$ cat src/rtl/scrambler_frame_ctrl.sv
// -----------------------------------------------------------------------------
// scrambler_frame_ctrl
//
// Frame-level sequencer for an 8-bit additive LFSR byte scrambler. Accepts a
// framed byte stream (valid/ready with sof/eof), reloads the LFSR from a
// programmable seed at the start of every frame, steps it once per accepted
// byte and presents the scrambled byte through a single registered output
// stage (latency 1, throughput 1 byte/clk).
//
// Ports
//   clk, rst                      clock, synchronous active-high reset
//   in_valid/in_ready/in_data     plain byte input handshake
//   in_sof/in_eof                 frame delimiters on the input byte
//   out_valid/out_ready/out_data  scrambled byte output handshake
//   out_sof/out_eof               frame delimiters aligned to out_data
//   cfg_seed/cfg_seed_we          seed register write (used at next frame load)
//   cfg_bypass                    only with SCRAMBLER_BYPASS_EN: pass frame unscrambled
//   busy                          FSM not idle
//   frame_cnt/drop_cnt            completed frames / bytes dropped while idle
//
// Build option
//   SCRAMBLER_BYPASS_EN: adds cfg_bypass, sampled at frame load and held for the
//   whole frame. When set, bytes pass through unchanged and the LFSR holds.
// -----------------------------------------------------------------------------
module scrambler_frame_ctrl #(
   parameter logic [7:0]  SEED_DEFAULT = 8'hC5,
   parameter int unsigned CNT_W        = 16
) (
   input  logic             clk,
   input  logic             rst,
   input  logic             in_valid,
   output logic             in_ready,
   input  logic [7:0]       in_data,
   input  logic             in_sof,
   input  logic             in_eof,
   output logic             out_valid,
   input  logic             out_ready,
   output logic [7:0]       out_data,
   output logic             out_sof,
   output logic             out_eof,
   input  logic [7:0]       cfg_seed,
   input  logic             cfg_seed_we,
`ifdef SCRAMBLER_BYPASS_EN
   input  logic             cfg_bypass,
`endif
   output logic             busy,
   output logic [CNT_W-1:0] frame_cnt,
   output logic [CNT_W-1:0] drop_cnt
);

   typedef enum logic [1:0] {StIdle, StLoad, StRun, StDrain} state_e;

   state_e           state_q, state_d;
   logic [7:0]       lfsr_q, lfsr_d;
   logic [7:0]       seed_q, seed_d;
   logic             first_q, first_d;
   logic             out_valid_q, out_valid_d;
   logic [7:0]       out_data_q, out_data_d;
   logic             out_sof_q, out_sof_d;
   logic             out_eof_q, out_eof_d;
   logic [CNT_W-1:0] frame_cnt_q, frame_cnt_d;
   logic [CNT_W-1:0] drop_cnt_q, drop_cnt_d;

   logic [7:0]       lfsr_nxt;
   logic             byp;
   logic             run_rdy;

`ifdef SCRAMBLER_BYPASS_EN
   logic bypass_q, bypass_d;
   assign byp = bypass_q;
`else
   assign byp = 1'b0;
`endif

   assign lfsr_nxt = {lfsr_q[6] ^ lfsr_q[3], lfsr_q[7:1]};

   always_comb begin
      state_d     = state_q;
      lfsr_d      = lfsr_q;
      first_d     = first_q;
      out_data_d  = out_data_q;
      out_sof_d   = out_sof_q;
      out_eof_d   = out_eof_q;
      frame_cnt_d = frame_cnt_q;
      drop_cnt_d  = drop_cnt_q;
      in_ready    = 1'b0;
      run_rdy     = 1'b0;
`ifdef SCRAMBLER_BYPASS_EN
      bypass_d    = bypass_q;
`endif
      seed_d      = cfg_seed_we ? cfg_seed : seed_q;
      // Output register empties when taken; refilled below on an accepted byte.
      out_valid_d = out_valid_q & ~out_ready;

      unique case (state_q)
         StIdle: begin
            // Stray bytes outside a frame are swallowed and counted.
            in_ready = in_valid & ~in_sof;
            if (in_valid && !in_sof) begin
               drop_cnt_d = drop_cnt_q + CNT_W'(1);
            end else if (in_valid && in_sof) begin
               state_d = StLoad;
            end
         end
         StLoad: begin
            lfsr_d  = (seed_q == 8'h00) ? SEED_DEFAULT : seed_q;
            first_d = 1'b1;
`ifdef SCRAMBLER_BYPASS_EN
            bypass_d = cfg_bypass;
`endif
            state_d = StRun;
         end
         StRun: begin
            if (in_valid && in_sof && !first_q) begin
               // New sof mid-frame: abandon this frame and restart; byte stays on input.
               state_d = StLoad;
            end else begin
               run_rdy  = ~out_valid_q | out_ready;
               in_ready = run_rdy;
               if (in_valid && run_rdy) begin
                  first_d     = 1'b0;
                  out_valid_d = 1'b1;
                  out_data_d  = byp ? in_data : (in_data ^ lfsr_nxt);
                  out_sof_d   = in_sof;
                  out_eof_d   = in_eof;
                  lfsr_d      = byp ? lfsr_q : lfsr_nxt;
                  if (in_eof) begin
                     state_d = StDrain;
                  end
               end
            end
         end
         StDrain: begin
            if (out_valid_q && out_ready && out_eof_q) begin
               frame_cnt_d = frame_cnt_q + CNT_W'(1);
               state_d     = StIdle;
            end
         end
         default: state_d = StIdle;
      endcase
   end

   always_ff @(posedge clk) begin
      if (rst) begin
         state_q     <= StIdle;
         lfsr_q      <= SEED_DEFAULT;
         seed_q      <= SEED_DEFAULT;
         first_q     <= 1'b0;
         out_valid_q <= 1'b0;
         out_data_q  <= 8'h00;
         out_sof_q   <= 1'b0;
         out_eof_q   <= 1'b0;
         frame_cnt_q <= '0;
         drop_cnt_q  <= '0;
`ifdef SCRAMBLER_BYPASS_EN
         bypass_q    <= 1'b0;
`endif
      end else begin
         state_q     <= state_d;
         lfsr_q      <= lfsr_d;
         seed_q      <= seed_d;
         first_q     <= first_d;
         out_valid_q <= out_valid_d;
         out_data_q  <= out_data_d;
         out_sof_q   <= out_sof_d;
         out_eof_q   <= out_eof_d;
         frame_cnt_q <= frame_cnt_d;
         drop_cnt_q  <= drop_cnt_d;
`ifdef SCRAMBLER_BYPASS_EN
         bypass_q    <= bypass_d;
`endif
      end
   end

   assign out_valid = out_valid_q;
   assign out_data  = out_data_q;
   assign out_sof   = out_sof_q;
   assign out_eof   = out_eof_q;
   assign busy      = (state_q != StIdle);
   assign frame_cnt = frame_cnt_q;
   assign drop_cnt  = drop_cnt_q;

endmodule
$ cat config.mk
export PLATFORM = sky130hd
export DESIGN_NAME = scrambler_frame_ctrl
export DESIGN_NICKNAME = d
export VERILOG_FILES = /design/src/rtl/scrambler_frame_ctrl.sv
export SDC_FILE = /design/constraint.sdc
export NUM_CORES = 1
export LEC_CHECK = 0
export ABC_AREA = 1
export CORE_MARGIN = 3
export CORE_UTILIZATION = 44
export CTS_BUF_LIST = sky130_fd_sc_hd__clkbuf_2
export CTS_CLUSTER_DIAMETER = 150
export CTS_CLUSTER_SIZE = 8
export DETAILED_ROUTE_END_ITERATION = 8
export PLACE_DENSITY = 0.76
export SYNTH_ARGS = -nofsm -noshare
export SYNTH_HDL_FRONTEND = slang
export SYNTH_SLANG_ARGS = --single-unit
$ cat constraint.sdc
create_clock -name clk -period 2 [get_ports clk]
set_clock_uncertainty 0.05 [all_clocks]
set_input_delay 0.3 -clock clk [delete_from_list [all_inputs] [get_ports clk]]
set_output_delay 0.3 -clock clk [all_outputs]
set_load 0.1 [all_outputs]
Word level (Yosys, flattened, before mapping). Cells that the tools add are included.

$add $sub $neg: 2. Equal/unequal tests: 10. Multiplexer cells: 19. Bitwise logic cells: 9. Reduce and logical (&&, ||, !) cells: 17.

Operators with widths (number): $add 16x1->16 const B (2); $mux 8 (3); $pmux 8 s2 (1); $mux 2 (6); $ne 2x2->1 const B (5); $logic_not 8->1 (1); $pmux 2 s4 (1); $xor 8x8->8 (1); $logic_and 1x1->1 (6); $mux 1 (6); $ne 3x3->1 const B (2); $reduce_and 3->1 (2); $reduce_and 5->1 (1); $eq 2x2->1 const B (2); $not 1->1 (4); $pmux 1 s2 (2); $reduce_and 2->1 (2); $reduce_bool 2->1 (2); $and 1x1->1 (2); $eq 2x1->1 const B (1); $logic_not 1->1 (2); $logic_not 2->1 (1); $or 1x1->1 (1); $xor 1x1->1 (1).

Register bits after elaboration: 62. Input port bits: 23. Output and inout port bits: 45. Word-level logic and storage cells: 67.

Logic depth before layout (Yosys ltp). Gate-level depths: netlist (run 1).

Word-level depth: 6. Depth in mapped cells: 9. Gate-level depth less buffers: 9.

Least setup slack after synthesis (run 1). No wires, ideal clock.

Path type: register to register. From: register frame_cnt_q[0], in the netlist frame_cnt[0]. To: register frame_cnt_q[10], in the netlist frame_cnt[10]. Library setup time: 0.119 ns. Arrival time: 2.100 ns. Data required time: 1.831 ns. Slack: -0.269 ns. Stages on the path, launching flop included: 9. Path buffers: 0. Period minus slack after synthesis: 2.269 ns. Path through: dfxtp_1 ha_1 nand3_1 nor2_1 nand2_1 nor2_1 nand2_1 o21ai_1 nor2_1.

Cells in the longest elaborated chain, start to end: 1.

Ends and longest elaborated chain: start: declaration (RTL line 61) `logic [CNT_W-1:0] frame_cnt_q, frame_cnt_d;`; start signal: assignment (RTL line 167) `frame_cnt_q <= frame_cnt_d;`; $add 16x1->16 (RTL line 135) `frame_cnt_d = frame_cnt_q + CNT_W'(1);`.

No other way between the ends. A chain may end at the register's enable or synchronous reset.

Worst setup path after layout (run 1).
From: register state_q[0]. To: output port in_ready.

Cells in the longest elaborated chain, start to end: 2. Elaborated cells on any way between the ends: 3. Classes of those cells: 1 x eq/ne; 1 x mux; 1 x reduce/logical.

Ends and longest elaborated chain: start: declaration (RTL line 53) `state_e state_q, state_d;`; start signal: assignment (RTL line 145) `state_q <= StIdle;`; start signal: assignment (RTL line 159) `state_q <= state_d;`; $eq 2x2->1 / $logic_not 2->1 (equally long branches) (RTL line 95) `unique case (state_q)`; $pmux 1 s2 * (RTL line 95); end: declaration (RTL line 32) `output logic in_ready,`.

Mark *: on every way between the ends. The rest lies on a longest branch, timed or not.

==> metrics.txt, run 1 <==
outcome=finished clean; FF-to-FF Start=frame_cnt[0]; min cycle time layout=1.87 ns; # H-tree levels=3; Post-Synth Simple-Gate Area=27.9%; Worst Setup End Kind=output pin; dominant synthesized flop cell=dfxtp_1; post-synth cell types=25; core area=6060 sq um; Peak Freq=535 MHz; Setup-failing EPs final=0; cell taking the most area after synthesis=dfxtp_1; TNS Setup=0 ns; number of port buffers=67; Nets=505; Die Height=85.9 um; CTS tree=built; CTS Buf Count=9; Reg clk slew, reported paths=0.14 ns; relative slew slack=76.2%; Slew @ Worst Pin=0.355 ns; initial antenna violation count=0; largest net degree at the start of global routing=32; hold_buf cts=0; synth cell count leaders=nand2_1 (76), dfxtp_1 (61), nor2_1 (53); die width=85.9 um; first drt pass iteration count=4; Yosys top cell area share=43.5%; Final Hold Fails=0; startpoint types=flop; VDD IR max=0.000519 V; Post-Syn Area=2810 sq um; Cell Rows=28; yosys warns=0; syn_area_per_cell=7.00 sq um; Synth async-reset ratio=0%; GR Overflow Total=0; Post-Synth XOR/XNOR Area=3.74%; PnR Total Power=0.00288 W; area of the die=7380 sq um; register area share after synthesis=43.5%; via count=2830; I/O Pins=68; crit path launch=state_q[0]; post-synthesis mux area share=0%; pwr dens=795 nW/um^2; Final Max Slew Viols=0; final WL=6580 um; DR WL/cell=11.7 um; Final period util=93.4%; area of the multi-input gates=1370 sq um; initial cell density of the core=46.3%; reg-to-reg setup timing slack=0.29 ns; clk sink count=61; Starting DRT DRC Count=115; HP Class=in2reg; sequential cell area=1230 sq um; flops & latches, synth=61; Critical Path Fanout Max=8; Post-Synth Adder-Cell Area=0.891%; HPWL Detailed=4910 um; first-pass GRT wire length=11000 um; CTS root buffer=clkbuf_2; GRT Total Usage=18.4%; type of the worst setup path=reg2out; largest family of logic cells by synthesized area=simple AND/OR/NAND/NOR gates; fraction of layout cells with a size suffix above 1=19.8%; post-layout util=59.9%; Critical Path RT=1.65 ns; Clk Latency, worst-skew pair=0.48 ns; fraction of the mapped netlist area in compound gates=15.5%; ANT nets after route=0; Synth area leaders=dfxtp_1 (43%), nand2_1 (10%), a21oi_1 (7.7%), nor2_1 (7.1%), inv_1 (6.8%); area grow syn2layout=29.2%; DRC violations left=0; post-synthesis net count=426; antenna cells=0; vias in the first global route=2615; Synth Instances=401; Placer Congestion=0.890; # fillers=589; Crit path arrival time=1.52 ns; clk buf depth=2; most frequent cell after synthesis=nand2_1; Post-synth EDFFs=0; Leak=1.61 nW; Max Cap Viol=0; routed vias/inst=5.05; RSZ-0062 raised after global routing=false; Hold Startpoint=in_valid
[flip-flops by register name, indices dropped and copies added (netlist names)]
register / flops
out_eof: 1
first_q: 1
seed_q: 8
state_q: 2
frame_cnt: 16
out_valid: 1
drop_cnt: 16
lfsr_q: 7
out_data: 8
out_sof: 1
[critical path, cell delays in order (launching register included)]
cell	delay, ns
dfxtp_2	0.38
inv_2	0.08
nand2_4	0.09
nor2_4	0.12
nand2_1	0.06
nand2_1	0.13
buf_12	0.19
[layout make-up]
cell class                      instances  share of cell area, %
Timing Repair Buffer                   77                   18.2
Sequential cell                        61                   34.0
Clock buffer                           14                   1.93
Clock inverter                          2                  0.276
Multi-Input combinational cell        279                   37.6
Tap cell                               75                   2.59
Inverter                               52                   5.38
[per-layer routing]
metal	wire length, um	vias up	GRT usage [%]
met2	3100	76	30.8
met1	3000	1290	22.4
li1	-	1458	-
met4	49	0	5.32
met5	0	-	0
met3	426	6	6.34
[timing repair]
| item | in CTS | in global routing |
|---|---|---|
| gates resized for setup | 4 | 4 |
| gates cloned | 0 | 0 |
| setup endpoints to repair | 1 | 1 |
| buffers inserted | 0 | 1 |
| pin swaps | 1 | 1 |
[per-stage QoR]
stage	hold slack [ns]	setup WS [ns]	cells	area, sq um
floorplan	0.376	0.000316	401	2820
global placement	0.398	0.0679	543	3520
detailed placement	0.412	0.0572	543	3520
CTS	0.337	0.0184	559	3610
global route	0.114	0.00933	560	3630
finish	0.148	0.132	560	3630
[cell usage in the layout (no fill, tap or decap), types with 3 or more instances in the layout]
cell type         n
o211ai_1          3
clkdlybuf4s50_1  21
nand4_1          10
nor2_1           52
a21oi_1          43
inv_1            50
o21ai_1          10
xnor2_1           8
nor3_1            6
dfxtp_1          51
o21ai_0          28
xor2_1            4
clkbuf_2         14
nor2_2            4
dfxtp_2          10
nand2_1          75
nand3_1          25
buf_4            53
[logic make-up (layout without fill, tap and decap cells)]
logic type               Yosys count  after routing
flip-flops                        61             61
XOR/XNOR                          12             12
adder cells (fa/ha/maj)            2              2
AND/OR/NAND/NOR                  180            180
AO/OA/AOI/OAI                     85             85
buffers and inverters             61            145
[final timing paths]
kind | depth (start not counted) | end
setup / recovery | 6 | in_ready
hold / removal | 3 | out_valid
setup reg to reg | 8 | frame_cnt[10]
hold reg to reg | 1 | frame_cnt[0]
[power breakdown]
part | total, W | switching [W] | internal, W
sequential | 0.00139 | 0.0000807 | 0.00131
clock | 0.000619 | 0.000432 | 0.000187
combinational | 0.000874 | 0.000583 | 0.000291
No activity file was read; power rests on OpenSTA's default activity.
==> inputs of run 2 (changes only) <==
- TNS_END_PERCENT: unset -> 20
==> metrics.txt, run 2 (synthesized netlist as in run 1, its figures left out) <==
outcome=finished clean; met3 WL=337 um (-21%); Final Hold Fails=0 (unchanged); clk buf depth=2 (unchanged); final WL=6640 um (+0.97%); Critical Path Fanout Max=6 (-2); largest net degree at the start of global routing=30 (-6.3%); WP depth=7 (+1); ANT nets after route=0 (unchanged); GRT Total Usage=18.7% (+0.24 points); relative slew slack=74.1% (-2.1 points); VDD IR max=0.000599 V (+15%); first drt pass iteration count=4 (unchanged); Slew @ Worst Pin=0.387 ns (+0.0320 ns); final worst slack=0.0844 ns (-0.0476 ns); reg2reg end=frame_cnt[10]; highest metal used=met4; fraction of layout cells with a size suffix above 1=18.9% (-0.90 points); via count=2805 (-0.88%); Met2 Routed Length=3240 um (+4.7%); Reg clk slew, reported paths=0.19 ns (+0.05 ns); Critical Path RT=1.65 ns (about the same); most frequent cells in the layout=nand2_1 (75), dfxtp_1 (56), buf_4 (55); reg-to-reg setup timing slack=0.34 ns (+0.05 ns); met1 WL=3010 um (+0.13%); # H-tree levels=3 (unchanged); DR WL/cell=11.8 um (+0.61%); Placer Congestion=0.854 (-4.1%); area grow syn2layout=32.2%; crit path cell chain=clkdlybuf4s50_1 > nand2_1 > nor2_2 > nor2_4 > nand2_1 > nand2_1 > buf_12; Crit path arrival time=1.57 ns (+0.05 ns); Max Cap Viol=0 (unchanged); Setup-failing EPs final=0 (unchanged); startpoint types=input port; crit path to=in_ready; worst r2r path cells=8 (unchanged); CTS root buffer=clkbuf_2; CP delay by family, top=buffers and inverters; clk sink count=61 (unchanged); core area=6060 sq um (unchanged); Starting DRT DRC Count=83 (-28%); CTS tree=built; HPWL Detailed=4960 um (+1.1%); DRC violations left=0 (unchanged); CTS Buf Count=9 (unchanged); first-pass GRT wire length=11200 um (+1.6%); Final period util=95.8% (+2.4 points); crit path launch=in_valid; pwr dens=876 nW/um^2 (+10%); FF-to-FF Start=frame_cnt[0]; Leak=1.62 nW (+1.2%); area of the die=7380 sq um (unchanged); hold_buf cts=0 (unchanged); Die Height=85.9 um (unchanged); Bufs and invs on worst path=2 (unchanged); min cycle time layout=1.92 ns (+0.0476 ns); initial cell density of the core=46.3% (unchanged); die width=85.9 um (unchanged); GR Overflow Total=0 (unchanged); Nets=507 (+0.40%); # fillers=587 (-0.34%); number of port buffers=67 (unchanged); Worst Setup End Kind=output pin; max incr delay on CP=0.57 ns (+0.19 ns); Final Max Slew Viols=0 (unchanged); Hold Path Cell Cnt=3 (unchanged); commonest non-fill, non-tap cell in the layout=nand2_1; I/O Pins=68 (unchanged); Cell Rows=28 (unchanged); type of the worst setup path=in2out; Peak Freq=522 MHz (-2.5%); Clk Latency, worst-skew pair=0.46 ns (-0.02 ns); Slowest-stage cell, CP=clkdlybuf4s50_1; vias in the first global route=2648 (+1.3%); HP Class=in2reg; TNS Setup=0 ns (unchanged); antenna cells=0 (unchanged); routed vias/inst=4.99 (-1.2%); CP dominant cell by count=nand2_1; initial antenna violation count=0 (unchanged); Post-Place Setup Slack=0.0814 ns (+0.0242 ns)
[run 2: report_power, final]
part,internal (W),switching (W)
clock,0.000532,0.000449
sequential,0.00131,0.0000834
combinational,0.000295,0.000584
[run 2: what timing repair did]
item | 4_1_cts | 5_1_grt
pin swaps | 1 | 0
setup buffers | 1 | 0
resized for setup | 3 | 4
endpoints found under the setup margin | 1 | 1
[run 2: how the worst min path moves through the flow]
stage / slack [ns] / endpoint / start
6_report: 0.37 / seed_q[2] / cfg_seed[2]
3_5_place_dp: 0.40 / frame_cnt[0] / frame_cnt[0]
5_1_grt: 0.31 / seed_q[6] / cfg_seed[6]
2_1_floorplan: 0.38 / seed_q[0] / cfg_seed[0]
3_3_place_gp: 0.40 / frame_cnt[0] / frame_cnt[0]
4_1_cts: 0.33 / seed_q[2] / cfg_seed[2]
[run 2: stage by stage]
step                hold slack [ns]  cells  cell area, sq um  util, %  total power (W)
detailed placement            0.402    545              3530     58.2          0.00227
floorplan                     0.376    401              2810        -          0.00202
global placement              0.403    545              3530     58.2          0.00226
global route                  0.315    562              3710     61.3          0.00342
finish                        0.370    562              3710     61.3          0.00325
CTS                           0.326    562              3700     61.1          0.00327
[run 2: per-layer routing]
layer	global-route usage, %	up-vias
met4	5.18	0
met1	22.1	1273
met3	6.05	7
met2	32.2	58
li1	-	1467
met5	0	-
[run 2: tightest hold or removal path, cell delays in order]
cell and delay, ns:
clkdlybuf4s50_1 0.46, a21oi_1 0.06, o21ai_0 0.06
[run 2: layout make-up]
cell class                 count  area [sq um]  area share (%)
multi-input combinational    279          1370            36.8
sequential                    61          1230            33.1
timing repair buffer          79           673            18.1
inverter                      52           195            5.26
clock inverter                 7           114            3.07
tap                           75          93.8            2.53
clock buffer                   9          45.0            1.21
==> inputs of run 3 (changes only) <==
- GPL_TIMING_DRIVEN: unset -> 0
- SLEW_MARGIN: unset -> 20
- TNS_END_PERCENT: 20 -> 1
==> metrics.txt, run 3 (synthesized netlist as in run 1, its figures left out) <==
outcome=finished, violations left; failing checks=setup timing; initial antenna violation count=0 (unchanged); clk sink count=61 (unchanged); max incr delay on CP=0.38 ns (-0.19 ns); Final Hold Fails=0 (unchanged); core area=6060 sq um (unchanged); number of port buffers=65 (-3.0%); most frequent cells in the layout=nand2_1 (75), dfxtp_1 (57), nor2_1 (53); Reg clk slew, reported paths=0.17 ns (-0.02 ns); first-pass GRT wire length=11500 um (+2.5%); PnR Total Power=0.00278 W (-14%); Placer Congestion=0.846 (-0.96%); area of the die=7380 sq um (unchanged); HPWL Detailed=5080 um (+2.5%); Critical Path RT=1.65 ns (about the same); Starting DRT DRC Count=163 (+96%); CTS root buffer=clkbuf_2; Leak=1.46 nW (-9.9%); reg2reg end=frame_cnt[10]; pwr dens=756 nW/um^2 (-14%); fraction of layout cells with a size suffix above 1=16.3% (-2.6 points); type of the worst setup path=reg2out; RSZ-0062 raised after global routing=true; Peak Freq=496 MHz (-5.0%); area grow syn2layout=31.0%; Placed Cells incl. Taps=541 (-0.73%); # fillers=603 (+2.7%); Nets=502 (-0.99%); vias in the first global route=2582 (-2.5%); CTS Buf Count=9 (unchanged); Final Max Slew Viols=0 (unchanged); startpoint types=flop; Max Cap Viol=0 (unchanged); crit path cell chain=inv_1 > nand2_2 > nor2_4 > nand2_1 > nand2_1 > buf_6; Hold Startpoint=cfg_seed_we; CTS tree=built; Worst Setup End Kind=output pin; min cycle time layout=2.02 ns (+0.101 ns); final WL=6780 um (+2.2%); worst r2r path cells=8 (unchanged); first drt pass iteration count=4 (unchanged); Cell Rows=28 (unchanged); relative slew slack=61.5% (-13 points); commonest non-fill, non-tap cell in the layout=nand2_1; Hold Path Cell Cnt=2 (-1); reg-to-reg setup timing slack=0.33 ns (about the same); clk buf depth=2 (unchanged); CP dominant cell by count=nand2_1; Crit path arrival time=1.67 ns (+0.10 ns); post-layout util=60.7% (-0.56 points); Clk Latency, worst-skew pair=0.49 ns (+0.03 ns); TNS Setup=-0.0165 ns (-0.0165 ns); Slowest-stage cell, CP=dfxtp_1; Post-Layout Cell Count=555 (-1.2%); Slew @ Worst Pin=0.578 ns (+0.191 ns); routed vias/inst=5.05 (+1.2%); DR WL/cell=12.2 um (+3.5%); VDD IR max=0.000473 V (-21%); # H-tree levels=3 (unchanged); Setup-failing EPs final=1 (+1); die width=85.9 um (unchanged); FF-to-FF Start=frame_cnt[0]; Final period util=101% (+5.0 points); largest net degree at the start of global routing=11 (-63%); Die Height=85.9 um (unchanged); via count=2802 (-0.11%); hold_buf cts=0 (unchanged); GRT Total Usage=19.4% (+0.74 points); Critical Path Fanout Max=8 (+2); GR Overflow Total=0 (unchanged); ANT nets after route=0 (unchanged); antenna cells=0 (unchanged); DRC violations left=0 (unchanged); I/O Pins=68 (unchanged); HP Class=in2reg; initial cell density of the core=46.3% (unchanged); final worst slack=-0.0165 ns (-0.101 ns); Hold EP=seed_q[2]
-- run 3: changes by cell type in the layout (fill, tap and decap cells not counted), moves of 3 or more --
cell	before	now
buf_4	55	0
clkdlybuf4s15_2	0	42
clkbuf_1	0	7
bufinv_16	3	0
clkbuf_2	9	12
-- run 3: report_power, final --
part           switching (W)  leakage (nW)  internal [W]
registers          0.0000778         0.498       0.00131
clock network       0.000428        0.0574      0.000155
logic               0.000576         0.908      0.000238
-- run 3: worst max path at each step --
stage / slack (ns) / to / cells past startpoint / start
2_1_floorplan: -0.12 / drop_cnt[12] / 8 / drop_cnt[1]
3_3_place_gp: -0.86 / in_ready / 6 / in_valid
3_5_place_dp: -0.86 / in_ready / 6 / in_valid
4_1_cts: -0.16 / drop_cnt[7] / 1 / drop_cnt[7]
5_1_grt: -0.16 / in_ready / 6 / state_q[0]
6_report: -0.02 / in_ready / 6 / state_q[0]
-- run 3: final cells by class --
class,instances,area (sq um),area share [%]
Buffer,9,42.5,1.16
Clock buffer,11,55.1,1.50
Clock inverter,3,15.0,0.408
Sequential cell,61,1230,33.3
Tap cell,75,93.8,2.55
Multi-Input combinational cell,279,1360,36.9
Inverter,52,195,5.30
Timing Repair Buffer,65,694,18.9
-- run 3: what timing repair did --
item,CTS,global route
endpoints found under the setup margin,45,2
resized for setup,139,5
setup buffers,0,0
-- run 3: stage by stage --
stage          worst slack [ns]  hold WS, ns  area (sq um)
4_1_cts                  -0.156       0.0938          3670
3_5_place_dp             -0.863        0.411          3560
6_report                -0.0165        0.115          3680
3_3_place_gp             -0.855        0.400          3560
2_1_floorplan            -0.122        0.376          2810
5_1_grt                  -0.164        0.114          3680
-- run 3: worst max-delay path, delay by kind of cell, from the launching register on --
kind	cells	cell delay (ns)
simple gates	4	0.48
flops	1	0.38
buf+inv	2	0.34
-- run 3: layer usage --
metal | vias up | global-route usage, % | part of all wire [%]
li1 | 1455 | - | -
met1 | 1280 | 25.1 | 46
met2 | 58 | 31.5 | 48
met3 | 9 | 3.07 | 4.3
met4 | 0 | 9.21 | 1.4
met5 | - | 0 | 0
